### config.mk
export PLATFORM = sky130hd
export DESIGN_NAME = cb_crc32_arb
export DESIGN_NICKNAME = d
export VERILOG_FILES = /design/src/rtl/cb_crc32_arb.sv
export SDC_FILE = /design/constraint.sdc
export NUM_CORES = 1
export LEC_CHECK = 0
export CAP_MARGIN = 20
export CORE_MARGIN = 4
export CORE_UTILIZATION = 46
export CTS_BUF_LIST = sky130_fd_sc_hd__clkbuf_8
export CTS_CLUSTER_DIAMETER = 100
export DETAILED_ROUTE_END_ITERATION = 10
export PLACE_DENSITY = 0.82
export SETUP_SLACK_MARGIN = 0.3
export SYNTH_ARGS = -nofsm -noshare
export SYNTH_HDL_FRONTEND = slang
export SYNTH_SLANG_ARGS = --single-unit
### constraint.sdc
create_clock -name clk_sys -period 3.65 [get_ports clk_sys]
set_input_delay 0.5475 -clock clk_sys [delete_from_list [all_inputs] [get_ports clk_sys]]
set_output_delay 0.5475 -clock clk_sys [all_outputs]
set_load 0.02 [all_outputs]
### src/rtl/cb_crc32_arb.sv
// cb_crc32_arb: frame-level round-robin scheduler sharing one cb_crc32 byte engine between REQ_NUM requesters.
// Build macro CB_CRC32_ARB_FINAL_XOR_EN: when defined, res_crc carries the final inversion (~crc_data).
//
// state | meaning
// IDLE  | no frame owned; picks the next valid requester round-robin from rr_ptr
// CLEAR | one-cycle crc_clear to the engine, byte count reset
// FEED  | granted requester streams bytes, one engine strobe per accepted byte
// WAIT  | last byte sent, waiting for the engine result that belongs to it
// DONE  | result presented until res_ready, then rr_ptr moves past the owner
module cb_crc32_arb #(
    parameter int U_DLY   = 1,
    parameter int REQ_NUM = 4,
    parameter int ID_W    = 2
) (
    input  logic                 clk_sys,
    input  logic                 rst,
    input  logic [8*REQ_NUM-1:0] req_data,
    input  logic [REQ_NUM-1:0]   req_valid,
    input  logic [REQ_NUM-1:0]   req_last,
    output logic [REQ_NUM-1:0]   req_ready,
    output logic                 crc_clear,
    output logic [7:0]           src_data,
    output logic                 src_data_valid,
    input  logic [31:0]          crc_data,
    input  logic                 crc_data_valid,
    output logic [31:0]          res_crc,
    output logic [ID_W-1:0]      res_id,
    output logic [15:0]          res_len,
    output logic                 res_valid,
    input  logic                 res_ready,
    output logic                 busy
);

    // U_DLY is a simulation-only parameter kept for port compatibility; no delays are modelled here.
    if (U_DLY < 0 || REQ_NUM < 2 || REQ_NUM > 8 || ID_W != $clog2(REQ_NUM)) begin : g_param_chk
        $error("cb_crc32_arb: inconsistent U_DLY/REQ_NUM/ID_W");
    end

    typedef enum logic [2:0] {
        ST_IDLE  = 3'd0,
        ST_CLEAR = 3'd1,
        ST_FEED  = 3'd2,
        ST_WAIT  = 3'd3,
        ST_DONE  = 3'd4
    } state_t;

    state_t               state;
    state_t               state_nxt;
    logic [ID_W-1:0]      grant;
    logic [ID_W-1:0]      grant_inc;
    logic [ID_W-1:0]      rr_ptr;
    logic [ID_W-1:0]      pick_id;
    logic                 pick_found;
    logic [7:0]           grant_byte;
    logic                 grant_valid;
    logic                 grant_last;
    logic [REQ_NUM-1:0]   grant_onehot;
    logic                 fire;
    logic [15:0]          len_cnt;
    logic                 wait_arm;
    logic [31:0]          crc_final;

    always_comb begin
        pick_found = 1'b0;
        pick_id    = '0;
        for (int k = 0; k < REQ_NUM; k++) begin
            for (int j = 0; j < REQ_NUM; j++) begin
                if (!pick_found && req_valid[j] && (j == (int'(rr_ptr) + k) % REQ_NUM)) begin
                    pick_found = 1'b1;
                    pick_id    = ID_W'(j);
                end
            end
        end
    end

    always_comb begin
        grant_byte   = 8'h00;
        grant_valid  = 1'b0;
        grant_last   = 1'b0;
        grant_onehot = '0;
        for (int i = 0; i < REQ_NUM; i++) begin
            if (int'(grant) == i) begin
                grant_byte      = req_data[8*i +: 8];
                grant_valid     = req_valid[i];
                grant_last      = req_last[i];
                grant_onehot[i] = 1'b1;
            end
        end
    end

    assign grant_inc = (int'(grant) == REQ_NUM - 1) ? '0 : grant + 1'b1;
    assign fire      = (state == ST_FEED) && grant_valid;
    assign busy      = (state != ST_IDLE);

`ifdef CB_CRC32_ARB_FINAL_XOR_EN
    assign crc_final = ~crc_data;
`else
    assign crc_final = crc_data;
`endif

    always_comb begin
        state_nxt = state;
        case (state)
            ST_IDLE:  if (pick_found) state_nxt = ST_CLEAR;
            ST_CLEAR: state_nxt = ST_FEED;
            ST_FEED:  if (fire && grant_last) state_nxt = ST_WAIT;
            ST_WAIT:  if (wait_arm && crc_data_valid) state_nxt = ST_DONE;
            ST_DONE:  if (res_ready) state_nxt = ST_IDLE;
            default:  state_nxt = ST_IDLE;
        endcase
    end

    always_ff @(posedge clk_sys or posedge rst) begin
        if (rst) begin
            state <= ST_IDLE;
        end else begin
            state <= state_nxt;
        end
    end

    always_ff @(posedge clk_sys or posedge rst) begin
        if (rst) begin
            grant          <= '0;
            rr_ptr         <= '0;
            req_ready      <= '0;
            crc_clear      <= 1'b0;
            src_data       <= 8'h00;
            src_data_valid <= 1'b0;
            len_cnt        <= 16'h0000;
            wait_arm       <= 1'b0;
            res_crc        <= 32'h0;
            res_id         <= '0;
            res_len        <= 16'h0000;
            res_valid      <= 1'b0;
        end else begin
            crc_clear      <= (state_nxt == ST_CLEAR);
            req_ready      <= (state_nxt == ST_FEED) ? grant_onehot : '0;
            src_data_valid <= fire;
            if (fire) begin
                src_data <= grant_byte;
            end
            if (state == ST_IDLE && pick_found) begin
                grant <= pick_id;
            end
            if (state == ST_CLEAR) begin
                len_cnt <= 16'h0000;
            end else if (fire && len_cnt != 16'hFFFF) begin
                len_cnt <= len_cnt + 16'd1;
            end
            // The first WAIT cycle may still see the result of the byte before the last one.
            wait_arm <= (state == ST_WAIT) && (state_nxt == ST_WAIT);
            if (state == ST_WAIT && state_nxt == ST_DONE) begin
                res_crc   <= crc_final;
                res_id    <= grant;
                res_len   <= len_cnt;
                res_valid <= 1'b1;
            end else if (state == ST_DONE && res_ready) begin
                res_valid <= 1'b0;
                rr_ptr    <= grant_inc;
            end
        end
    end

endmodule
==> results of run 1 <==
-- cells in the final DEF (no fill, tap or decap), types with 2 or more instances in the layout --
| cell | count |
|---|---|
| clkinvlp_4 | 3 |
| or4_1 | 3 |
| o21ai_0 | 12 |
| a211o_1 | 2 |
| nor2_1 | 16 |
| or3_1 | 7 |
| nand2_1 | 19 |
| a21oi_1 | 27 |
| and2_1 | 4 |
| nand3_1 | 15 |
| nor3b_1 | 2 |
| inv_1 | 13 |
| ha_1 | 5 |
| clkdlybuf4s50_1 | 141 |
| nand4_1 | 5 |
| mux2_2 | 51 |
| o211ai_1 | 2 |
| nand2b_1 | 3 |
| nor3_1 | 12 |
| o31ai_1 | 3 |
| o22ai_1 | 2 |
| a31o_2 | 2 |
| buf_4 | 3 |
| a221oi_1 | 7 |
| clkbuf_8 | 9 |
| dfrtp_1 | 89 |
| mux2i_1 | 3 |
| nor2b_1 | 10 |
-- cells in the mapped netlist (2+ instances only) --
master / number
a211o_1: 2
a21oi_1: 27
a221oi_1: 7
a31o_2: 2
and2_1: 4
clkbuf_1: 13
dfrtp_1: 89
ha_1: 5
inv_1: 12
mux2_2: 51
mux2i_1: 3
nand2_1: 19
nand2b_1: 3
nand3_1: 15
nand4_1: 5
nor2_1: 17
nor2b_1: 10
nor3_1: 12
nor3b_1: 2
o211ai_1: 2
o21ai_0: 12
o22ai_1: 2
o31ai_1: 3
or3_1: 7
or4_1: 3
-- kinds of logic (layout without fill, tap and decap cells) --
| group | Yosys count | count (layout) | synth area share (%) |
|---|---|---|---|
| buf+inv | 27 | 174 | 2.64 |
| compound gates | 63 | 63 | 9.84 |
| xor+xnor | 2 | 2 | 0.440 |
| mux | 54 | 54 | 15.2 |
| flops | 89 | 89 | 56.0 |
| simple gates | 106 | 106 | 14.3 |
| fa+ha+maj | 5 | 5 | 1.57 |
-- worst register-to-register path: stages, from the launching register on --
cell and delay (ns):
dfrtp_1 0.41, ha_1 0.67, nor3b_1 0.14, or3_4 0.38, or4_4 0.58, or4_1 0.47, nand2_1 0.07
-- layer usage --
metal / share of wire (%) / global-route usage, % / up-vias
met5: 0 / 0 / -
met4: 1.7 / 5.42 / 0
met3: 4.0 / 3.88 / 12
met2: 54 / 35.5 / 75
met1: 40 / 24.7 / 1598
li1: - / - / 1525
-- registers in the layout (all words and copies together) (netlist names), 3 cells and up --
| name | flops |
|---|---|
| res_crc | 32 |
| state | 3 |
| src_data | 8 |
| req_ready | 4 |
| res_len | 16 |
| len_cnt | 16 |
-- final cells by class --
| class | instances | area, sq um |
|---|---|---|
| clock inverters | 7 | 47.5 |
| repair buffers | 146 | 1460 |
| multi-input cells | 230 | 1650 |
| clock buffers | 9 | 124 |
| fillers | 638 | 2610 |
| flip-flops and latches | 89 | 2230 |
| well taps | 105 | 131 |
| inverters | 12 | 46.3 |
-- through the flow --
step / utilization, % / hold slack [ns] / setup slack, ns / total power, mW / instances
2_1_floorplan: - / 0.483 / 0.796 / 2.63 / 346
3_3_place_gp: 66.4 / 0.464 / 0.899 / 3.47 / 581
3_5_place_dp: 66.4 / 0.474 / 0.868 / 3.54 / 581
4_1_cts: 68.5 / 0.495 / 0.872 / 4.13 / 597
5_1_grt: 68.6 / 0.520 / 0.636 / 4.35 / 598
6_report: 68.6 / 0.494 / 0.872 / 4.10 / 598
-- path summary, 6_finish.rpt --
| kind | to |
|---|---|
| max | len_cnt[12] |
| min | res_valid |
| max reg2reg | len_cnt[12] |
| min reg2reg | res_valid |
| max in group asynchronous | res_crc[26] |
| min in group asynchronous | res_crc[6] |
-- power groups by stage --
| stage | registers, mW | clock network (mW) | logic [mW] |
|---|---|---|---|
| floorplan | 1.86 | 0 | 0.773 |
| global placement | 1.52 | 0 | 1.95 |
| detailed placement | 1.54 | 0 | 2.00 |
| CTS | 1.52 | 0.613 | 2.00 |
| global route | 1.56 | 0.658 | 2.13 |
| finish | 1.51 | 0.596 | 1.99 |
==> results_dict.tcl, run 1 <==
set metrics [dict create \
    p_leak_nw 2.40 \
    drive_above_1_share_pct 16.0 \
    die_y_microns 101 \
    worst-path-buf-inv 0 \
    ys_types 44 \
    routedWlPerCell_microns 16.9 \
    path_depth 6 \
    crit_path_top_delay_cell "ha_1" \
    fp-row-count 33 \
    cts_resized 0 \
    ys_ff_latch 89 \
    end_kind "register" \
    critPathRequiredTime_ns 3.94 \
    avgSynthCellArea_sq_um 11.5 \
    cp_top_family "simple AND/OR/NAND/NOR gates" \
    post-route-period-util_pct 76.1 \
    synth_edf_count 0 \
    power_density_nw_per_um2 720 \
    ir_worst_vdd_mv 0.348 \
    clk_latency_ns 0.36 \
    relSlewSlack_pct 38.2 \
    cts_tree "yes" \
    r2r_slack_ns 0.87 \
    worstSetupPathType "register to register" \
    cts.hold.buffers_added 0 \
    syn_area_sq_um 3980 \
    p_sw_share_pct 37.8 \
    dr.pass1.iters 4 \
    grt_use_total_pct 20.0 \
    ys_async_sr_fraction_pct 100 \
    numPortBuffers 141 \
    grt_start_max_net_pins 55 \
    min-delay-start "res_valid" \
    hold_viol 0 \
    grt_pass1_vias 3256 \
    nNetsFinal 569 \
    clock_skew_ns 0.0159 \
    antenna_found_initial 0 \
    initial_core_util_pct 47.9 \
    rsz0062_at_grt "false" \
    cts.sinks 89 \
    final-setup-viol-count 0 \
    htreeDepth 3 \
    drtIter0Drc 142 \
    wirelength_microns 10100 \
    antenna_cells 0 \
    clk_pin_slew_worst_paths_ns 0.08 \
    yosysTopAreaCell "dfrtp_1" \
    hold_class "register to register" \
    seq_power_share_pct 37.0 \
    hpwl_microns 7680 \
    clockBufferDepth 2 \
    viasPerCell 5.37 \
    tns_ns 0 \
    power_frac_clock_pct 14.5 \
    worst_pin_slew_ns 0.927 \
    cts_root_buf "clkbuf_8" \
    die_area_sq_um 10200 \
    cts_made_buffers 9 \
    grt_overflow 0 \
    cap_violations 0 \
    path_max_fanout 23 \
    grt_pass1_wl_microns 16000 \
    io_pins 142 \
    area_growth_pct 43.0 \
    power_switching_mw 1.55 \
    dpl_cell_area_sq_um 5510 \
    core_area_sq_um 8300 \
    routabilityCongestion 0.903 \
    share_comb_of_total_power_pct 48.5 \
    ff2ff_path_depth 6 \
    cts_setup_buffers 0 \
    syn-num-nets 427 \
    drv_slew 0 \
    final_area_sq_um 5690 \
    period_minus_slack_ns 2.78 \
    final_antenna_net_count 0 \
    min_path_cells 1 \
    r2r-start "grant[1]" \
    ys.flop_type "dfrtp_1" \
    worstSetupStartpointType "register" \
    seq_area_frac_synth_pct 56.0 \
    outcome "completed" \
    max_clock_freq_mhz 360 \
    synth_area_leaders "dfrtp_1 (56%), mux2_2 (14%), a21oi_1 (3.4%)" \
    crit_chain "ha_1, nor3b_1, or3_4, or4_4, or4_1, nand2_1" \
    cpPeakStageDelay_ns 0.67 \
    die_w_microns 101 \
    cp.arrival_ns 3.07 \
    synth_top_area_share_pct 56.0 \
    critPathLaunch "grant[1]" \
    synthCells 346 \
    yosys_warnings 0 \
    drcViolationCount 0 \
    internal_power_mw 2.55 \
    vias 3210 \
]
Power figures use the tool's default switching activity.
==> run 2: changes to the inputs <==
- CORE_UTILIZATION: 46 -> 42
- PLACE_DENSITY: 0.82 -> 0.79
- clock period: 3.65 -> 2.45 ns (I/O delays scaled with it)
==> run 2 against run 1 <==
Fmax up 25%. Utilization shrank 3.5 points. Combinational power increased by 62%. Largest cell class unchanged. Via count up 4.0%. Critical endpoint is now len_cnt[10].
==> results_dict.tcl, run 2 (same netlist as run 1, synthesis figures left out) <==
set metrics [dict create \
    grt_use_total_pct 19.4 \
    antenna_cells 0 \
    clk_pin_slew_worst_paths_ns 0.10 \
    area_growth_pct 51.0 \
    die_area_sq_um 11100 \
    cts_root_buf "clkbuf_8" \
    cts.hold.buffers_added 0 \
    ir_worst_vdd_mv 0.666 \
    multi_input_area_sq_um 1730 \
    cp.arrival_ns 2.52 \
    period_minus_slack_ns 2.23 \
    p_leak_nw 2.53 \
    hpwl_microns 7620 \
    dr.pass1.iters 5 \
    relSlewSlack_pct 68.3 \
    outcome "completed" \
    end_kind "register" \
    layout_common_cells "clkdlybuf4s50_1 (140), dfrtp_1 (86), mux2_2 (51)" \
    power_density_nw_per_um2 1080 \
    post-route-period-util_pct 91.1 \
    die_y_microns 105 \
    clockBufferDepth 2 \
    clk_latency_ns 0.36 \
    htreeDepth 3 \
    grt_overflow 0 \
    cpPeakStageDelay_ns 0.46 \
    cap_violations 0 \
    routedWlPerCell_microns 16.4 \
    largest_register_ffs 32 \
    max_clock_freq_mhz 448 \
    antenna_found_initial 0 \
    cts.sinks 89 \
    ff2ff_path_depth 5 \
    initial_core_util_pct 43.1 \
    crit_path_top_delay_cell "or4_4" \
    rsz0062_at_grt "true" \
    nNetsFinal 589 \
    io_pins 142 \
    grt_pass1_wl_microns 17100 \
    regArea_sq_um 2230 \
    numPortBuffers 141 \
    vias 3337 \
    final_common_cell "clkdlybuf4s50_1" \
    p_total_mw 6.51 \
    cts_made_buffers 9 \
    critPathRequiredTime_ns 2.74 \
    hold-worst-slack_ns 0.484 \
    die_w_microns 105 \
    clock_skew_ns 0.0115 \
    drive_above_1_share_pct 22.8 \
    core_area_sq_um 9240 \
    grt_start_max_net_pins 90 \
    routabilityCongestion 0.884 \
    grt_pass1_vias 3382 \
    wirelength_microns 10500 \
    drv_slew 0 \
    fill_cells 743 \
    cpMostUsedCell "or3_4" \
    worstSetupStartpointType "register" \
    viasPerCell 5.20 \
    regMostFlops "res_crc" \
    drcViolationCount 0 \
    tns_ns 0 \
    hold_class "primary input to async pin" \
    worstSetupPathType "register to register" \
    fp-row-count 35 \
    hold_viol 0 \
    drtIter0Drc 160 \
    path_max_fanout 6 \
    cts_tree "yes" \
    largest_registers "res_crc: 32 flops, len_cnt: 16 flops, res_len: 16 flops" \
    final-setup-viol-count 0 \
    worst_pin_slew_ns 0.475 \
    crit_chain "or3b_4, or3_4, or4_4, or3_4, a21oi_2" \
    final_antenna_net_count 0 \
]
[run 2: power by group]
group	switching, mW	leakage [nW]	total, mW	internal, mW
Combinational	1.59	1.28	3.22	1.63
Clock	0.554	0.104	1.04	0.484
Sequential	0.289	1.14	2.26	1.97
Total	2.43	2.53	6.51	4.08
[run 2: area by class of cell]
| cell class | count | area share (%) |
|---|---|---|
| multi-input combinational | 230 | 28.8 |
| clock inverter | 7 | 1.31 |
| timing repair buffer | 166 | 27.2 |
| inverter | 12 | 0.812 |
| tap | 129 | 2.69 |
| sequential | 89 | 37.1 |
| clock buffer | 9 | 2.06 |
[run 2: layer usage]
metal	track usage (%)	up-vias	part of all wire (%)
met5	0	-	0
li1	-	1574	-
met4	9.93	0	3.6
met3	3.67	27	4.3
met1	23.3	1625	40
met2	33.1	111	52
[run 2: final timing paths]
kind / from / endpoint / slack, ns
max in group asynchronous: rst / grant[1] / 1.57
min: rst / res_crc[23] / 0.48
max reg2reg: state[1] / len_cnt[10] / 0.22
min reg2reg: res_valid / res_valid / 0.50
max: state[1] / len_cnt[10] / 0.22
min in group clk_sys: res_valid / res_valid / 0.50
[run 2: through the flow]
stage	instances	setup WS (ns)	utilization (%)	cell area [sq um]
6_report	642	0.219	65.0	6010
5_1_grt	642	0.171	65.0	6010
4_1_cts	638	0.218	64.3	5940
3_5_place_dp	610	0.0161	60.7	5610
3_3_place_gp	610	0.0687	60.7	5610
2_1_floorplan	346	0.304	-	3980
[run 2: repair_timing]
action | in CTS | in global routing
pin swaps | 2 | 3
setup endpoints to repair | 7 | 25
resized for setup | 12 | 11
hold endpoints to repair | 0 | 0
buffers inserted | 12 | 4
[run 2: worst max-delay path, delay by kind of cell, from the launching register on]
kind            cells  cell delay, ns
flops               1            0.41
compound gates      1            0.15
simple gates        4            1.60
==> run 3: changes to the inputs <==
- CAP_MARGIN: 20 -> 25
==> results of run 3 <==
The final DEF is identical to that of run 2; final timing and power are the same.
